**config.mk**
```make
export PLATFORM = sky130hd
export DESIGN_NAME = game_state_ctrl
export DESIGN_NICKNAME = d
export VERILOG_FILES = /design/src/rtl/game_pkg.sv /design/src/rtl/obj_priority_sel.sv /design/src/rtl/game_state_ctrl.sv
export SDC_FILE = /design/constraint.sdc
export NUM_CORES = 1
export LEC_CHECK = 0
export CAP_MARGIN = 40
export CORE_UTILIZATION = 49
export CTS_CLUSTER_DIAMETER = 100
export DETAILED_ROUTE_END_ITERATION = 16
export PLACE_DENSITY = 0.77
export SYNTH_ARGS = -nofsm -noshare
export SYNTH_HDL_FRONTEND = slang
export SYNTH_SLANG_ARGS = --single-unit
```
**constraint.sdc**
```tcl
create_clock -name clk -period 2.79 [get_ports clk]
set_input_delay 0.558 -clock clk [delete_from_list [all_inputs] [get_ports clk]]
set_output_delay 0.558 -clock clk [all_outputs]
set_load 0.1 [all_outputs]
```
**src/rtl/game_pkg.sv**
```systemverilog
// Shared types and constants for the frog-game state controller: FSM state
// encoding, mux select codes and default sound codes.
package game_pkg;

  typedef enum logic [2:0] {
    PLAY,
    WIN,
    LOSE,
    BUZ,
    OVER
  } game_state_e;

  localparam logic [7:0] BACKGROUND = 8'd0;

  localparam logic [9:0] WIN_FREQ_DEFAULT  = 10'd1;
  localparam logic [9:0] LOSE_FREQ_DEFAULT = 10'd0;

  // The player code sits just past the last object code.
  function automatic logic [7:0] player_code(input int num_obj);
    return 8'(num_obj + 1);
  endfunction

endpackage

```
**src/rtl/obj_priority_sel.sv**
```systemverilog
// Combinational draw-priority encoder: object 0 wins, with the player slotted
// in just above object PLAYER_PRIO. No request selects the background.
module obj_priority_sel
  import game_pkg::*;
#(
  parameter int NUM_OBJ     = 5,
  parameter int PLAYER_PRIO = 3
) (
  input  logic [NUM_OBJ-1:0] draw_req,
  input  logic               player_draw_req,
  output logic [7:0]         select_mux
);

  // Lowest priority is written first so later, higher-priority hits override.
  // NOTE: select_mux is assigned before any condition so no path can leave it
  // unassigned, which would otherwise infer a latch.
  always_comb begin
    select_mux = BACKGROUND;
    for (int i = NUM_OBJ - 1; i >= 0; i--) begin
      if (i >= PLAYER_PRIO && draw_req[i]) select_mux = 8'(i + 1);
    end
    if (player_draw_req) select_mux = player_code(NUM_OBJ);
    for (int i = NUM_OBJ - 1; i >= 0; i--) begin
      if (i < PLAYER_PRIO && draw_req[i]) select_mux = 8'(i + 1);
    end
  end

endmodule

```
**src/rtl/game_state_ctrl.sv**
```systemverilog
// Frog-game state controller: pixel mux select, win/lose detection, level and
// log mask, sound window. Define GAME_LIVES_EN to add lives and the OVER state.
module game_state_ctrl
  import game_pkg::*;
#(
  parameter int               NUM_OBJ     = 5,
  parameter logic [NUM_OBJ-1:0] HAZARD_MASK = 5'b00111,
  parameter int               GOAL_IDX    = 4,
  parameter int               PLAYER_PRIO = 3,
  parameter int               LOG_NUM     = 100,
  parameter int               LOG_STEP    = 5,
  parameter int               MAX_LEVEL   = 4,
  parameter int               BUZ_CYCLES  = 50000000,
  parameter logic [9:0]       WIN_FREQ    = WIN_FREQ_DEFAULT,
  parameter logic [9:0]       LOSE_FREQ   = LOSE_FREQ_DEFAULT,
  parameter int               LIVES       = 3,
  localparam int              LW          = $clog2(MAX_LEVEL + 1)
) (
  input  logic               clk,
  input  logic               resetN,
  input  logic [NUM_OBJ-1:0] draw_req,
  input  logic               player_draw_req,
  input  logic               restart,
  output logic [7:0]         select_mux,
  output logic               win,
  output logic               lose,
  output logic [LW-1:0]      level,
  output logic [LOG_NUM-1:0] log_enable_out,
  output logic [9:0]         sound_freq_out,
  output logic               enable_sound,
  output logic [LW-1:0]      lives_left,
  output logic               game_over
);

  localparam int                 CW        = $clog2(BUZ_CYCLES + 1);
  localparam logic [CW-1:0]      BUZ_LOAD  = CW'(BUZ_CYCLES - 1);
  localparam logic [LW-1:0]      LVL_MIN   = LW'(1);
  localparam logic [LW-1:0]      LVL_MAX   = LW'(MAX_LEVEL);
  localparam logic [LOG_NUM-1:0] STEP_ONES = {{(LOG_NUM - LOG_STEP){1'b0}}, {LOG_STEP{1'b1}}};

  game_state_e        state_q, state_d;
  logic [LW-1:0]      level_q;
  logic [LOG_NUM-1:0] mask_q;
  logic [9:0]         freq_q;
  logic [CW-1:0]      buz_cnt_q;
  logic               hit_lose, hit_win;

  obj_priority_sel #(
    .NUM_OBJ    (NUM_OBJ),
    .PLAYER_PRIO(PLAYER_PRIO)
  ) u_prio (
    .draw_req       (draw_req),
    .player_draw_req(player_draw_req),
    .select_mux     (select_mux)
  );

  assign hit_lose = player_draw_req & (|(draw_req & HAZARD_MASK));
  assign hit_win  = player_draw_req & draw_req[GOAL_IDX];

`ifdef GAME_LIVES_EN
  logic [LW-1:0] lives_q;

  always_ff @(posedge clk or negedge resetN) begin
    if (!resetN) begin
      lives_q <= LW'(LIVES);
    end else if (state_q == LOSE) begin
      lives_q <= lives_q - 1'b1;
    end else if (state_q == OVER && restart) begin
      lives_q <= LW'(LIVES);
    end
  end

  assign lives_left = lives_q;
  assign game_over  = (state_q == OVER);
`else
  logic unused_restart;
  assign unused_restart = restart | (LIVES == 0);
  assign lives_left     = '0;
  assign game_over      = 1'b0;
`endif

  // NOTE: state registers use non-blocking assignments so every flop samples
  // pre-edge values regardless of process evaluation order.
  always_ff @(posedge clk or negedge resetN) begin
    if (!resetN) state_q <= PLAY;
    else         state_q <= state_d;
  end

  always_comb begin
    state_d = state_q;
    unique case (state_q)
      PLAY: begin
        if (hit_lose)     state_d = LOSE;
        else if (hit_win) state_d = WIN;
      end
      WIN: state_d = BUZ;
      LOSE: begin
        state_d = BUZ;
`ifdef GAME_LIVES_EN
        if (lives_q == LW'(1)) state_d = OVER;
`endif
      end
      BUZ: begin
        if (buz_cnt_q == '0) state_d = PLAY;
      end
      OVER: begin
`ifdef GAME_LIVES_EN
        if (restart) state_d = PLAY;
`else
        state_d = PLAY;
`endif
      end
      default: state_d = PLAY;
    endcase
  end

  // Level, mask and sound code change only on the single WIN/LOSE cycle, so
  // the new values appear together with the first BUZ cycle.
  always_ff @(posedge clk or negedge resetN) begin
    if (!resetN) begin
      level_q   <= LVL_MIN;
      mask_q    <= '0;
      freq_q    <= LOSE_FREQ;
      buz_cnt_q <= '0;
    end else begin
      unique case (state_q)
        WIN: begin
          freq_q    <= WIN_FREQ;
          buz_cnt_q <= BUZ_LOAD;
          if (level_q < LVL_MAX) begin
            level_q <= level_q + 1'b1;
            mask_q  <= (mask_q << LOG_STEP) | STEP_ONES;
          end
        end
        LOSE: begin
          freq_q    <= LOSE_FREQ;
          buz_cnt_q <= BUZ_LOAD;
          if (level_q > LVL_MIN) begin
            level_q <= level_q - 1'b1;
            mask_q  <= mask_q >> LOG_STEP;
          end
        end
        BUZ: begin
          if (buz_cnt_q != '0) buz_cnt_q <= buz_cnt_q - 1'b1;
        end
        OVER: begin
          if (restart) begin
            level_q <= LVL_MIN;
            mask_q  <= '0;
          end
        end
        default: ;
      endcase
    end
  end

  assign win            = (state_q == WIN);
  assign lose           = (state_q == LOSE);
  assign enable_sound   = (state_q == BUZ);
  assign level          = level_q;
  assign log_enable_out = mask_q;
  assign sound_freq_out = freq_q;

endmodule

```
==> results of run 1 <==
critical path, delay by kind of cell (launching register included):
family                     cells  cell delay (ps)
AOI/OAI and AO/OA              3              820
adders and majority gates      1              230
buffers and inverters          1               80
DFF                            1              400
and+or+nand+nor                2             1050
cell families after synthesis:
group                      count (synthesis)
DFF                                      132
AOI/OAI and AO/OA                        167
xor gates and xnor gates                   4
adders and majority gates                  8
buffers and inverters                     72
and+or+nand+nor                          203
muxes                                     94
other                                      1
flip-flops by register name, indices dropped and copies added (netlist names):
signal and count:
state_q 2, buz_cnt_q 26, level 3, sound_freq_out 1, log_enable_out 100
layer usage:
layer | wire [um] | vias up | part of all wire [%] | track usage [%]
met5 | 0 | - | 0 | 0
li1 | - | 2583 | - | -
met2 | 7450 | 141 | 49 | 36.0
met4 | 170 | 0 | 1.1 | 7.83
met3 | 867 | 11 | 5.7 | 6.90
met1 | 6750 | 2553 | 44 | 29.6
worst min path at each step:
stage,from,to,slack (ps),depth (start not counted)
finish,resetN,log_enable_out[1]$_DFFE_PN0P_,120,1
global route,resetN,log_enable_out[14]$_DFFE_PN0P_,140,1
detailed placement,buz_cnt_q[11]$_DFFE_PN0P_,buz_cnt_q[11]$_DFFE_PN0P_,470,1
CTS,resetN,log_enable_out[19]$_DFFE_PN0P_,120,1
floorplan,resetN,buz_cnt_q[0]$_DFFE_PN0P_,260,0
global placement,buz_cnt_q[24]$_DFFE_PN0P_,buz_cnt_q[24]$_DFFE_PN0P_,460,1
per-stage QoR:
| step | hold WS [ps] | setup slack (ps) |
|---|---|---|
| after floorplan | 262 | 105 |
| after global placement | 461 | 173 |
| after detailed placement | 466 | 129 |
| after CTS | 121 | 113 |
| after global routing | 138 | 35.7 |
| final | 120 | 101 |
area by class of cell:
cell class / instances / area (um2)
Fill cell: 1059 / 4860
Sequential cell: 132 / 3300
Multi-Input combinational cell: 494 / 3090
Timing Repair Buffer: 130 / 1100
Clock buffer: 20 / 447
Tap cell: 176 / 220
Clock inverter: 12 / 179
Inverter: 11 / 41.3
cell usage after synthesis, types with 8 or more instances:
| master | count |
|---|---|
| sky130_fd_sc_hd__dfrtp_1 | 131 |
| sky130_fd_sc_hd__nand2_1 | 117 |
| sky130_fd_sc_hd__o21ai_0 | 110 |
| sky130_fd_sc_hd__mux2i_1 | 93 |
| sky130_fd_sc_hd__clkbuf_1 | 39 |
| sky130_fd_sc_hd__nor2_1 | 26 |
| sky130_fd_sc_hd__buf_4 | 18 |
| sky130_fd_sc_hd__a31oi_1 | 15 |
| sky130_fd_sc_hd__nor3_1 | 14 |
| sky130_fd_sc_hd__inv_1 | 10 |
| sky130_fd_sc_hd__o31ai_1 | 9 |
| sky130_fd_sc_hd__ha_1 | 8 |
==> run summary, run 1 <==
- layout cell share with drive strength beyond 1: 21.4%
- I/O pin total: 137
- effective utilization at floorplan: 50.2%
- worst-case headroom to the max-slew limit: 49.6%
- CP endpoint: buz_cnt_q[19]$_DFFE_PN0P_
- total number of vias: 5288
- number of inserted diodes: 0
- critical-path cell list: inv_1 > ha_1 > or4b_4 > or4_4 > o31a_1 > a31o_1 > a22o_1
- clock tree from TritonCTS: done
- parity-gate share of the synthesized area counting xor and xnor cells: 0.527%
- worst reg-to-reg path cell count: 7
- Residual DRC: 0
- status: completed
- Clock Sinks: 132
- final core utilization: 63.3%
- measured slew at the worst slew-check pin: 753 ps
- Post-layout nets: 803
- Layout Cells excl Fill: 975
- total CTS buffers: 17
- sequential area share after synthesis: 49.7%
- Placed Cells: 943
- Finished Cell Area: 8380 um2
- basic-gate share of the synthesized area counting and, or, nand and nor cells: 14.1%
- time the final worst path needs with I/O delays and setup: 2690 ps
- area of the mapped netlist: 6650 um2
- number of DRC markers in iteration 0: 381
- fraction of the mapped netlist area in compound gates: 14.8%
- reg-to-reg setup timing slack: 100 ps
- Unique masters post-synth: 52
- startpoint kind of the worst setup timing path: flip-flop
- CP max stage cell: sky130_fd_sc_hd__or4_4
- drt first pass iters: 4
- area of the core: 13200 um2
- H-tree Lvls: 4
- YS warnings: 0
- RSZ-0062 raised after global routing: false
- main area contributors after synthesis: sky130_fd_sc_hd__dfrtp_1, sky130_fd_sc_hd__mux2i_1, sky130_fd_sc_hd__o21ai_0
- reported max-cap violation count: 0
- capture point of the worst reg-to-reg path: buz_cnt_q[19]$_DFFE_PN0P_
- GRT Total Usage: 22.7%
- Avg Synthesized Cell Area: 9.76 um2
- weighted congestion at the end of routability-driven global placement: 0.845
- period utilization: 96.4%
- most common cell after layout, fill and taps aside: sky130_fd_sc_hd__dfrtp_1
- # resized after CTS: 0
- Max Fanout on Critical Path: 5
- startpoint of the most critical setup path: buz_cnt_q[1]$_DFFE_PN0P_
- reg2reg start: buz_cnt_q[1]$_DFFE_PN0P_
- number of failing setup endpoints in the final timing report: 0
- worst hold path class: input pin to asynchronous set/reset pin
- Fin. Hold Viols: 0
- Gate Count Post-Synth: 681
- buffer levels on the longest clock path: 2
- number of global-route vias before repair: 5043
- Clk Tree Root Cell: sky130_fd_sc_hd__clkbuf_16
- setup_tns: 0 ps
- highest clock frequency the design can meet: 372 MHz
- adder and majority gate portion of the synthesized area: 1.51%
- share of synthesized registers carrying an async set or reset: 100%
- Core Rows: 42
- dominant cell type by area after synthesis: sky130_fd_sc_hd__dfrtp_1
- prevailing post-synth register cell: sky130_fd_sc_hd__dfrtp_1
- total routed wirelength: 15200 um
- area of the die: 14000 um2
- maximum number of pins on one net before global-route repair: 113
- Final ANT Viol Nets: 0
- data arrival time of the critical path: 2990 ps
- number of register bits inferred by synthesis: 132
- CP Class: flip-flop to flip-flop
- global-route wire length before repair: 25400 um
- EDFF count, synth: 0
- post-CTS setup buffer count: 0
- antenna violations before repair: 0
- crit path capture type: flip-flop
- share of cell area taken by muxes after synthesis: 14.2%
- per-cell via count in the routed design: 5.42
- clock skew after layout: 7.75 ps
- CP peak stage delay: 560 ps
- cts-stage hold buffer count: 0
- Required @ worst endpoint: 3090 ps
- area share of the largest cell type after synthesis: 49.3%
- commonest non-fill, non-tap cells in the layout: sky130_fd_sc_hd__dfrtp_1, sky130_fd_sc_hd__nand2_1, sky130_fd_sc_hd__buf_4
- total grt overflow: 0
- height of the die: 118 um
- combinational family with the most area after synthesis: compound AO/OA/AOI/OAI gates
- post-synthesis to final-layout area growth: 26.1%
- number of max-slew violations in the final report: 0
- placement-stage cell area: 7750 um2
- Reg clk slew, reported paths: 60 ps
- clock latency at the later pin of the worst-skew pair: 410 ps
- Avg WL per Cell: 15.6 um
- width of the chip: 118 um
- count of port buffers added during placement: 117
- post-detailed-placement half-perimeter wirelength: 10400 um
Power of run 1 is left out: the tool's default activity adds up to more than one toggle a clock period on the data nets, which glitch-free logic cannot reach.
==> inputs of run 2 (changes only) <==
SKIP_LAST_GASP = 1   (was not set)
==> results of run 2 <==
Same layout as run 1: the final DEF is identical, and so are final timing and power.
Power of run 2 is left out for the same reason.
